File: src/rtl/switch_allocator_pkg.sv
// Types shared between the switch allocator and the crossbar.
// Holds the port count, the port-index width and the per-output crossbar select.
package interact;

  localparam int ARITY  = 5;
  localparam int PORT_W = $clog2(ARITY);

  typedef enum logic {
    OUT_IDLE   = 1'b0,
    OUT_LOCKED = 1'b1
  } out_state_t;

  typedef struct packed {
    logic              valid;
    logic [PORT_W-1:0] src;
  } sel_entry_t;

  typedef sel_entry_t [ARITY-1:0] switch_sel_t;

endpackage

File: src/rtl/switch_allocator_if.sv
// Request/grant bundle between the input buffers, the switch allocator and the crossbar.
interface switch_allocator_if
  import interact::*;
#(
  parameter int N_PORTS = ARITY,
  parameter int PORT_W  = $clog2(N_PORTS)
) ();

  logic [N_PORTS-1:0]             req_valid;
  logic [N_PORTS-1:0]             req_head;
  logic [N_PORTS-1:0]             req_tail;
  logic [N_PORTS-1:0][PORT_W-1:0] req_dest;
  logic [N_PORTS-1:0]             out_ready;
  logic [N_PORTS-1:0]             in_grant;
  switch_sel_t                    switch_sel;
  logic                           busy;

  modport master (
    input  req_valid, req_head, req_tail, req_dest, out_ready,
    output in_grant, switch_sel, busy
  );

  modport slave (
    output req_valid, req_head, req_tail, req_dest, out_ready,
    input  in_grant, switch_sel, busy
  );

endinterface

File: src/rtl/switch_allocator_rr_arbiter.sv
// Combinational round-robin arbiter: first request at or after ptr, wrapping modulo N_PORTS.
module rr_arbiter
  import interact::*;
#(
  parameter int N_PORTS = ARITY,
  parameter int PORT_W  = $clog2(N_PORTS)
) (
  input  logic [N_PORTS-1:0] req,
  input  logic [PORT_W-1:0]  ptr,
  output logic [N_PORTS-1:0] grant,
  output logic               found
);

  logic [PORT_W-1:0] idx;

  always_comb begin
    grant = '0;
    found = 1'b0;
    idx   = '0;
    for (int k = 0; k < N_PORTS; k++) begin
      idx = PORT_W'((int'(ptr) + k) % N_PORTS);
      if (!found && req[idx]) begin
        grant[idx] = 1'b1;
        found      = 1'b1;
      end
    end
  end

endmodule

File: src/rtl/switch_allocator.sv
// Wormhole switch allocator: per-output lock with round-robin head arbitration.
// Optional SA_BACK_TO_BACK_EN lets an output re-arbitrate in its tail cycle (no bubble).
module switch_allocator
  import interact::*;
#(
  parameter int N_PORTS = ARITY,
  parameter int PORT_W  = $clog2(N_PORTS)
) (
  input  logic            clk,
  input  logic            preset_n,
  switch_allocator_if.master sa
);

  out_state_t                     state_q [N_PORTS];
  out_state_t                     state_d [N_PORTS];
  logic [N_PORTS-1:0][PORT_W-1:0] owner_q, owner_d;
  logic [N_PORTS-1:0][PORT_W-1:0] rr_ptr_q, rr_ptr_d;

  logic [N_PORTS-1:0]              owned;
  logic [N_PORTS-1:0]              xfer, tail_xfer, arb_en, arb_found;
  logic [N_PORTS-1:0]              grant;
  logic [N_PORTS-1:0][N_PORTS-1:0] cand, arb_grant;

  function automatic logic [PORT_W-1:0] onehot_idx(input logic [N_PORTS-1:0] oh);
    logic [PORT_W-1:0] r;
    r = '0;
    for (int i = 0; i < N_PORTS; i++)
      if (oh[i]) r = PORT_W'(i);
    return r;
  endfunction

  function automatic logic [PORT_W-1:0] next_ptr(input logic [PORT_W-1:0] w);
    return (int'(w) == N_PORTS - 1) ? '0 : w + PORT_W'(1);
  endfunction

  // Ownership, transfers and candidates all derive from registered lock state.
  always_comb begin
    owned     = '0;
    grant     = '0;
    xfer      = '0;
    tail_xfer = '0;
    for (int o = 0; o < N_PORTS; o++) begin
      if (state_q[o] == OUT_LOCKED) begin
        owned[owner_q[o]] = 1'b1;
        xfer[o]           = sa.req_valid[owner_q[o]] & sa.out_ready[o];
        tail_xfer[o]      = xfer[o] & sa.req_tail[owner_q[o]];
        grant[owner_q[o]] = grant[owner_q[o]] | xfer[o];
      end
    end
  end

  always_comb begin
    cand = '0;
    for (int o = 0; o < N_PORTS; o++)
      for (int i = 0; i < N_PORTS; i++)
        cand[o][i] = sa.req_valid[i] & sa.req_head[i] & ~owned[i] &
                     (sa.req_dest[i] == PORT_W'(o));
  end

  for (genvar o = 0; o < N_PORTS; o++) begin : g_arb
    rr_arbiter #(.N_PORTS(N_PORTS), .PORT_W(PORT_W)) u_arb (
      .req   (cand[o]),
      .ptr   (rr_ptr_q[o]),
      .grant (arb_grant[o]),
      .found (arb_found[o])
    );
  end

  always_ff @(posedge clk) begin
    if (!preset_n) begin
      for (int o = 0; o < N_PORTS; o++) state_q[o] <= OUT_IDLE;
      owner_q  <= '0;
      rr_ptr_q <= '0;
    end else begin
      for (int o = 0; o < N_PORTS; o++) state_q[o] <= state_d[o];
      owner_q  <= owner_d;
      rr_ptr_q <= rr_ptr_d;
    end
  end

  // The releasing owner is already excluded from cand through owned.
  always_comb begin
    owner_d  = owner_q;
    rr_ptr_d = rr_ptr_q;
    for (int o = 0; o < N_PORTS; o++) begin
      state_d[o] = state_q[o];
`ifdef SA_BACK_TO_BACK_EN
      arb_en[o] = (state_q[o] == OUT_IDLE) | tail_xfer[o];
`else
      arb_en[o] = (state_q[o] == OUT_IDLE);
`endif
      if (tail_xfer[o]) state_d[o] = OUT_IDLE;
      if (arb_en[o] && arb_found[o]) begin
        state_d[o]  = OUT_LOCKED;
        owner_d[o]  = onehot_idx(arb_grant[o]);
        rr_ptr_d[o] = next_ptr(onehot_idx(arb_grant[o]));
      end
    end
  end

  always_comb begin
    sa.switch_sel = '0;
    sa.busy       = 1'b0;
    sa.in_grant   = grant;
    for (int o = 0; o < N_PORTS; o++) begin
      sa.switch_sel[o].valid = (state_q[o] == OUT_LOCKED);
      sa.switch_sel[o].src   = owner_q[o];
      sa.busy                = sa.busy | (state_q[o] == OUT_LOCKED);
    end
  end

endmodule
File: src/flat_wrapper.sv
// flat-port wrapper written by rule: the top's interface ports become plain ports
module switch_allocator_flat import interact::*;
#(
  parameter int N_PORTS = ARITY,
  parameter int PORT_W  = $clog2(N_PORTS)
)
  (clk, preset_n, sa_req_valid, sa_req_head, sa_req_tail, sa_req_dest, sa_out_ready, sa_in_grant, sa_switch_sel, sa_busy);
  switch_allocator_if #(.N_PORTS(N_PORTS), .PORT_W(PORT_W)) sa_i ();
  input  logic clk;
  input  logic preset_n;
  input wire logic [$bits(sa_i.req_valid)-1:0] sa_req_valid;
  input wire logic [$bits(sa_i.req_head)-1:0] sa_req_head;
  input wire logic [$bits(sa_i.req_tail)-1:0] sa_req_tail;
  input wire logic [$bits(sa_i.req_dest)-1:0] sa_req_dest;
  input wire logic [$bits(sa_i.out_ready)-1:0] sa_out_ready;
  output wire logic [$bits(sa_i.in_grant)-1:0] sa_in_grant;
  output wire logic [$bits(sa_i.switch_sel)-1:0] sa_switch_sel;
  output wire logic [$bits(sa_i.busy)-1:0] sa_busy;
  assign sa_i.req_valid = sa_req_valid;
  assign sa_i.req_head = sa_req_head;
  assign sa_i.req_tail = sa_req_tail;
  assign sa_i.req_dest = sa_req_dest;
  assign sa_i.out_ready = sa_out_ready;
  assign sa_in_grant = sa_i.in_grant;
  assign sa_switch_sel = sa_i.switch_sel;
  assign sa_busy = sa_i.busy;
  switch_allocator #(.N_PORTS(N_PORTS), .PORT_W(PORT_W)) u_core (.clk(clk), .preset_n(preset_n), .sa(sa_i));
endmodule
File: config.mk
export PLATFORM = sky130hd
export DESIGN_NAME = switch_allocator_flat
export DESIGN_NICKNAME = d
export VERILOG_FILES = /design/src/rtl/switch_allocator_pkg.sv /design/src/rtl/switch_allocator_if.sv /design/src/rtl/switch_allocator_rr_arbiter.sv /design/src/rtl/switch_allocator.sv /design/src/flat_wrapper.sv
export SDC_FILE = /design/constraint.sdc
export NUM_CORES = 1
export LEC_CHECK = 0
export ABC_AREA = 1
export ABC_CLOCK_PERIOD_IN_PS = 4840
export CAP_MARGIN = 20
export CORE_ASPECT_RATIO = 1.25
export CORE_MARGIN = 2
export CORE_UTILIZATION = 54
export DETAILED_ROUTE_END_ITERATION = 10
export HOLD_SLACK_MARGIN = 0.05
export PLACE_DENSITY = 0.74
export SLEW_MARGIN = 40
export SYNTH_ARGS = -nofsm -noshare
export SYNTH_HDL_FRONTEND = slang
export SYNTH_SLANG_ARGS = --single-unit
File: constraint.sdc
create_clock -name clk -period 4.84 [get_ports clk]
set_input_delay 0.968 -clock clk [delete_from_list [all_inputs] [get_ports clk]]
set_output_delay 0.968 -clock clk [all_outputs]
set_load 0.02 [all_outputs]
==> impl_metrics.py <==
metrics = {
    "min_path": {
        "hold_end": "u_core.state_q[0]$_SDFF_PN0_",
        "min_from": "u_core.state_q[0]$_SDFF_PN0_",
        "hold_path_depth": 2,
        "hold_class": "register to register",
    },
    "cells_and_area": {
        "final_core_utilization_pct": 62.9,
        "fin_nets": 1923,
        "fin_cells": 2003,
        "fillers": 1813,
        "drive_gt1_share_pct": 16.6,
        "area_growth_pct": 14.0,
        "design_area_um2": 11400,
    },
    "worst_setup_path": {
        "timing.rr.end": "u_core.rr_ptr_q[1]$_SDFFE_PN0P_",
        "cp.buffers_inverters": 3,
        "crit_arrival_ns": 3.69,
        "crit_path_start_kind": "primary input",
        "worst_path_most_repeated_cell": "nand3_1",
        "critPathMaxFanout": 5,
        "crit_slowest_cell": "clkdlybuf4s50_1",
        "end_kind": "output pin",
        "cp_slowest_stage_delay_ns": 0.50,
        "cp_cell_sequence": "clkdlybuf4s50_1 > buf_4 > nand4_1 > nand2_2 > nor2_4 > nand3_1 > nand3_1 > nand3_1 > nand3_2 > nand3_1 > nand2_1 > nand2_1 > nand3b_1 > nand3_2 > nand2_2 > nand3_1 > nand3b_1 > nand3_2 > nand2_1 > nand2_1 > buf_4",
        "rrSetupSlack_ns": 0.37,
        "critPathKind": "primary input to output pin",
        "cp.required_ns": 3.87,
        "cp_top_family": "simple AND/OR/NAND/NOR gates",
        "r2r-start": "u_core.rr_ptr_q[1]$_SDFFE_PN0P_",
        "rr_worst_depth": 31,
    },
    "sta": {
        "hold_viol_final": 0,
        "drv_slew": 0,
        "fin_crit_ns": 4.66,
        "setup_viol": 0,
        "finalCritPeriodShare_pct": 96.3,
        "maxSlewHeadroom_pct": 55.9,
        "worst_pin_slew_ns": 0.656,
        "hold_ws_ns": 0.514,
        "rsz0062_at_grt": "no",
        "final.setup.tns_ns": 0,
        "fin_skew_ns": 0.00753,
        "max_freq_ghz": 0.215,
    },
    "route": {
        "wl_met2_um": 14300,
        "drt_iter0_drc": 573,
        "top_layer_used": "met4",
        "ant_nets": 0,
        "drc_errors": 0,
        "viasPerCell": 5.43,
        "wl_met3_um": 1420,
        "routed_wl_um": 29000,
        "drt-pass1-iter-count": 5,
        "vias": 10900,
        "wl_met1_um": 12000,
        "routedWlPerCell_um": 14.5,
    },
    "power_and_ir_drop": {
        "powerDensity_nw_per_um2": 529,
        "leakagePower_uw": 0.00590,
        "peakVddDrop_v": 0.000337,
    },
    "clocking": {
        "clkTransAtPathRegs_ns": 0.06,
        "numCtsBuffers": 5,
        "cts-root-buf": "clkbuf_16",
        "clock_path_buffers": 2,
        "cts-htree-levels": 2,
        "cts.sinks": 35,
        "postCtsHoldBufs": 0,
        "clk_latency_ns": 0.29,
        "tritoncts": "yes",
    },
    "floorplanning": {
        "die_y_um": 156,
        "core_um2": 18100,
        "start_util_pct": 55.2,
        "fp.dieArea_um2": 19600,
        "row_count": 55,
        "die_x_um": 126,
        "io_pins": 63,
    },
    "run": {
        "max_cap_violations": 0,
    },
    "synth": {
        "synth-main-ff-cell": "dfxtp_1",
        "synth.net_count": 1827,
        "postSynthAreaPerCell_um2": 5.96,
        "syn_inst": 1677,
        "netlist_area_um2": 9990,
        "synth_cell_types": 69,
        "yosys_register_bits": 35,
        "async_flop_share_pct": 0,
        "ys_warn_count": 0,
        "seq_area_frac_synth_pct": 7.01,
        "synth_edf_count": 0,
    },
    "global_route": {
        "grt_overflow": 0,
        "grt_pass1_vias": 10100,
        "track_usage_pct": 28.8,
        "antenna_found_initial": 1,
        "grt_pass1_wl_um": 47200,
        "grt_max_degree": 29,
    },
    "run_status": {
        "outcome": "finished, final reports clean",
    },
    "placed_design": {
        "gp_congestion": 0.993,
        "placed_area_um2": 11100,
        "placedCellCount": 1990,
        "hpwlAfterDp_um": 24200,
        "numPortBuffers": 62,
    },
}
routing by layer:
| metal | vias up | GRT usage [%] |
|---|---|---|
| met3 | 82 | 3.26 |
| met5 | - | 0 |
| li1 | 5628 | - |
| met2 | 295 | 52.5 |
| met4 | 0 | 12.2 |
| met1 | 4867 | 34.0 |
timing repair:
action | in CTS | in global routing
gates resized for setup | 21 | 35
setup buffers | 0 | 4
pin swaps | 0 | 11
setup endpoints to repair | 5 | 13
stage by stage:
stage | total power (uW) | setup slack (ns)
floorplan | 4370 | 0.371
detailed placement | 5540 | -0.510
finish | 6020 | 0.179
CTS | 5930 | 0.0109
global placement | 5440 | -0.477
global route | 6690 | 0.00130
area by class of cell:
cell class | instances | area (um^2) | share of cell area (%)
multi-input combinational | 1314 | 8070 | 70.9
inverter | 301 | 1140 | 10.0
timing repair buffer | 116 | 1020 | 8.99
sequential | 35 | 701 | 6.15
tap | 228 | 285 | 2.51
clock buffer | 7 | 153 | 1.34
clock inverter | 1 | 7.51 | 0.0659
antenna | 1 | 2.50 | 0.0220
synth_stat cells (30+ instances only):
library cell | instances | area (um^2)
a21oi_1 | 76 | 380
dfxtp_1 | 35 | 701
inv_2 | 31 | 116
o21ai_1 | 30 | 150
xor2_1 | 32 | 280
nand2_2 | 40 | 250
nor3_1 | 41 | 205
nor2_1 | 144 | 541
nand3_1 | 138 | 691
nand2_1 | 393 | 1480
nand4_1 | 37 | 231
inv_1 | 264 | 991
ha_1 | 111 | 1390
o21ai_0 | 72 | 360
worst max path at each step:
| stage | start | endpoint | depth (start not counted) |
|---|---|---|---|
| 2_1_floorplan | u_core.rr_ptr_q[0]$_SDFFE_PN0P_ | u_core.rr_ptr_q[1]$_SDFFE_PN0P_ | 30 |
| 3_3_place_gp | sa_req_valid[1] | sa_in_grant[0] | 24 |
| 3_5_place_dp | sa_req_valid[1] | sa_in_grant[0] | 24 |
| 4_1_cts | sa_req_valid[2] | sa_in_grant[0] | 25 |
| 5_1_grt | u_core.rr_ptr_q[13]$_SDFFE_PN0P_ | u_core.rr_ptr_q[13]$_SDFFE_PN0P_ | 25 |
| 6_report | sa_out_ready[0] | sa_in_grant[0] | 21 |
worst reg2reg max path, delay by kind of cell (launching register included):
family	cells	cell delay (ns)
AOI/OAI and AO/OA	6	0.73
DFF	1	0.33
and+or+nand+nor	12	1.41
xor gates and xnor gates	1	0.20
buffers and inverters	7	0.55
adders and majority gates	5	1.11
registers in the layout (all words and copies together), names as in the netlist:
register	count
u_core.state_q	5
u_core.sa.switch_sel	15
u_core.rr_ptr_q	15
logic make-up (layout without fill, tap and decap cells):
group	Yosys count	after routing	synth area share [%]
simple gates	893	893	43.0
buf+inv	328	425	13.2
compound gates	259	259	16.4
fa+ha+maj	113	113	14.3
xor+xnor	49	49	6.14
flops	35	35	7.01
other cells	0	1	0
placed cells by master (no fill, tap or decap), drive strengths merged, types with 5 or more instances in the layout:
cell	synthesis	layout
nand3b	12	12
clkdlybuf4s50	0	52
o31ai	6	6
a21oi	84	84
o21ai	111	111
inv	297	296
o211ai	18	18
dlymetal6s2s	0	5
dfxtp	35	35
a31oi	8	8
nand4	40	40
or2	13	13
nand2	439	439
nor4	7	7
xor2	44	44
buf	19	59
a211oi	5	5
nand3	150	150
ha	111	111
nor2	172	172
o22ai	6	6
xnor2	5	5
clkbuf	8	7
nor3	53	53
where the power goes:
group / switching [uW] / internal [uW] / leakage, uW
clock network: 139 / 219 / 0.0000761
logic: 3360 / 1790 / 0.00554
registers: 138 / 379 / 0.000287
total: 3630 / 2390 / 0.00590
(Power assumes the default switching activity.)
==> edit: new RTL, config.mk and constraints unchanged <==
`ARITY`: 5 -> 4.
--- a/src/rtl/switch_allocator_pkg.sv
+++ b/src/rtl/switch_allocator_pkg.sv
@@ -3,5 +3,5 @@
 package interact;
 
-  localparam int ARITY  = 5;
+  localparam int ARITY  = 4;
   localparam int PORT_W = $clog2(ARITY);
 
Ports: changed (7 resized); port bits go from 63 to 43. No check against the original RTL was run, so the function may have changed too.
==> edit against the unedited design <==
Clock power fell by 67%; sequential cell count fell by 15; setup slack improved by 0.065 ns; final area fell by 67%; synthesized area fell by 68%; wire length fell by 68%; total power fell by 67%; die area fell by 67%; critical path type unchanged; critical endpoint is now sa_in_grant[3]; largest cell class unchanged.
==> edit: results <==
{
  "status": "completed",
  "clkPwrFrac": 0.060,
  "diodes": 0,
  "synth_xor_area_frac": 0,
  "cts_max_level": 1,
  "layout-drive-gt1-share": 0.102,
  "cts_buffers": 3,
  "grt_pass1_wl_um": 15500,
  "drtPass1Iterations": 5,
  "crit_path_max_fanout": 5,
  "cts_buffer_depth": 2,
  "synth_fa_ha_area_frac": 0.109,
  "synth_cell_types": 33,
  "r2r_start": "u_core.sa.switch_sel[7]",
  "ir_drop_v": 0.000311,
  "synth_flop_cell": "dfxtp_1",
  "num_vias": 3791,
  "synth_compound_area_frac": 0.108,
  "synth_common_cells": "nand2_1 (147), nand3_1 (84), inv_1 (68)",
  "track_usage": 0.287,
  "syn_nets": 612,
  "startpoint": "sa_req_valid[2]",
  "switching_power_mw": 1.16,
  "critical_path_arrival_ns": 3.63,
  "place_congestion": 0.956,
  "hp-start": "u_core.state_q[0]",
  "grt_pass1_vias": 3536,
  "netlist_top_cells_area": "nand2_1 (17%), nand3_1 (13%), dfxtp_1 (13%)",
  "power_clock_mw": 0.118,
  "clock_skew_ns": 0.00713,
  "worstSkewPairLatency_ns": 0.27,
  "root_buffer": "clkbuf_8",
  "synth.area.mux_share": 0,
  "nFillCells": 560,
  "powerComb_mw": 1.50,
  "grt_max_degree": 13,
  "nNetsFinal": 653,
  "port_buffers": 42,
  "antenna_found_initial": 0,
  "leakage_nw": 1.86,
  "drt-initial-drc-count": 332,
  "dpl_worst_slack_ns": 0.212,
  "hp-class": "reg2reg",
  "worstMarginPinSlew_ns": 0.511,
  "clk_pin_slew_ns": 0.08,
  "dp_hpwl_um": 7460,
  "routed_wl_um": 9120,
  "yosysSeqAreaShare": 0.125
}
## edit: final cells by class
type                       count  area, um2  share of cell area
clock buffer                   3       41.3              0.0111
inverter                      75        282              0.0758
multi-input combinational    457       2480               0.668
sequential                    20        400               0.108
tap                           66       82.6              0.0222
timing repair buffer          42        428               0.115
## edit: timing repair
item	in CTS	in global routing
hold endpoints to repair	0	0
buffers inserted	0	0
setup endpoints to repair	0	4
gates resized for setup	0	7
## edit: per-stage QoR
step	cell area [um2]	std cells
2_1_floorplan	3200	558
3_3_place_gp	3660	660
3_5_place_dp	3660	660
4_1_cts	3700	663
5_1_grt	3720	663
6_report	3720	663
## edit: final timing paths
check	cells past startpoint	slack [ns]	end
min	2	0.52	u_core.state_q[0]
max reg2reg	15	2.37	u_core.sa.switch_sel[1]
max	20	0.24	sa_in_grant[3]
min reg2reg	2	0.52	u_core.state_q[0]
## edit: kinds of logic after synthesis
group,Yosys count
AND/OR/NAND/NOR,367
buffers and inverters,81
AO/OA/AOI/OAI,62
adder cells (fa/ha/maj),28
flip-flops,20
## edit: worst max-delay path: stages
cell and delay [ns]:
clkdlybuf4s50_1 0.49, nand2_1 0.10, nand2_1 0.05, nand2_1 0.09, nand2_1 0.10, nand4_1 0.08, nand2_1 0.06, nor2_2 0.13
nand3_1 0.09, nand2_1 0.10, nor2_1 0.06, nor2_2 0.19, nand3_1 0.12, nand3_1 0.09, nand2_1 0.06, nor2_1 0.09
nand2_1 0.10, nand2_1 0.07, nand2_1 0.04, clkdlybuf4s50_1 0.53
## edit: per-layer routing
| layer | track usage | vias up | wire length (um) |
|---|---|---|---|
| met2 | 0.478 | 171 | 4310 |
| li1 | - | 1925 | - |
| met5 | 0 | - | 0 |
| met4 | 0.127 | 0 | 298 |
| met1 | 0.365 | 1663 | 3990 |
| met3 | 0.0280 | 32 | 526 |
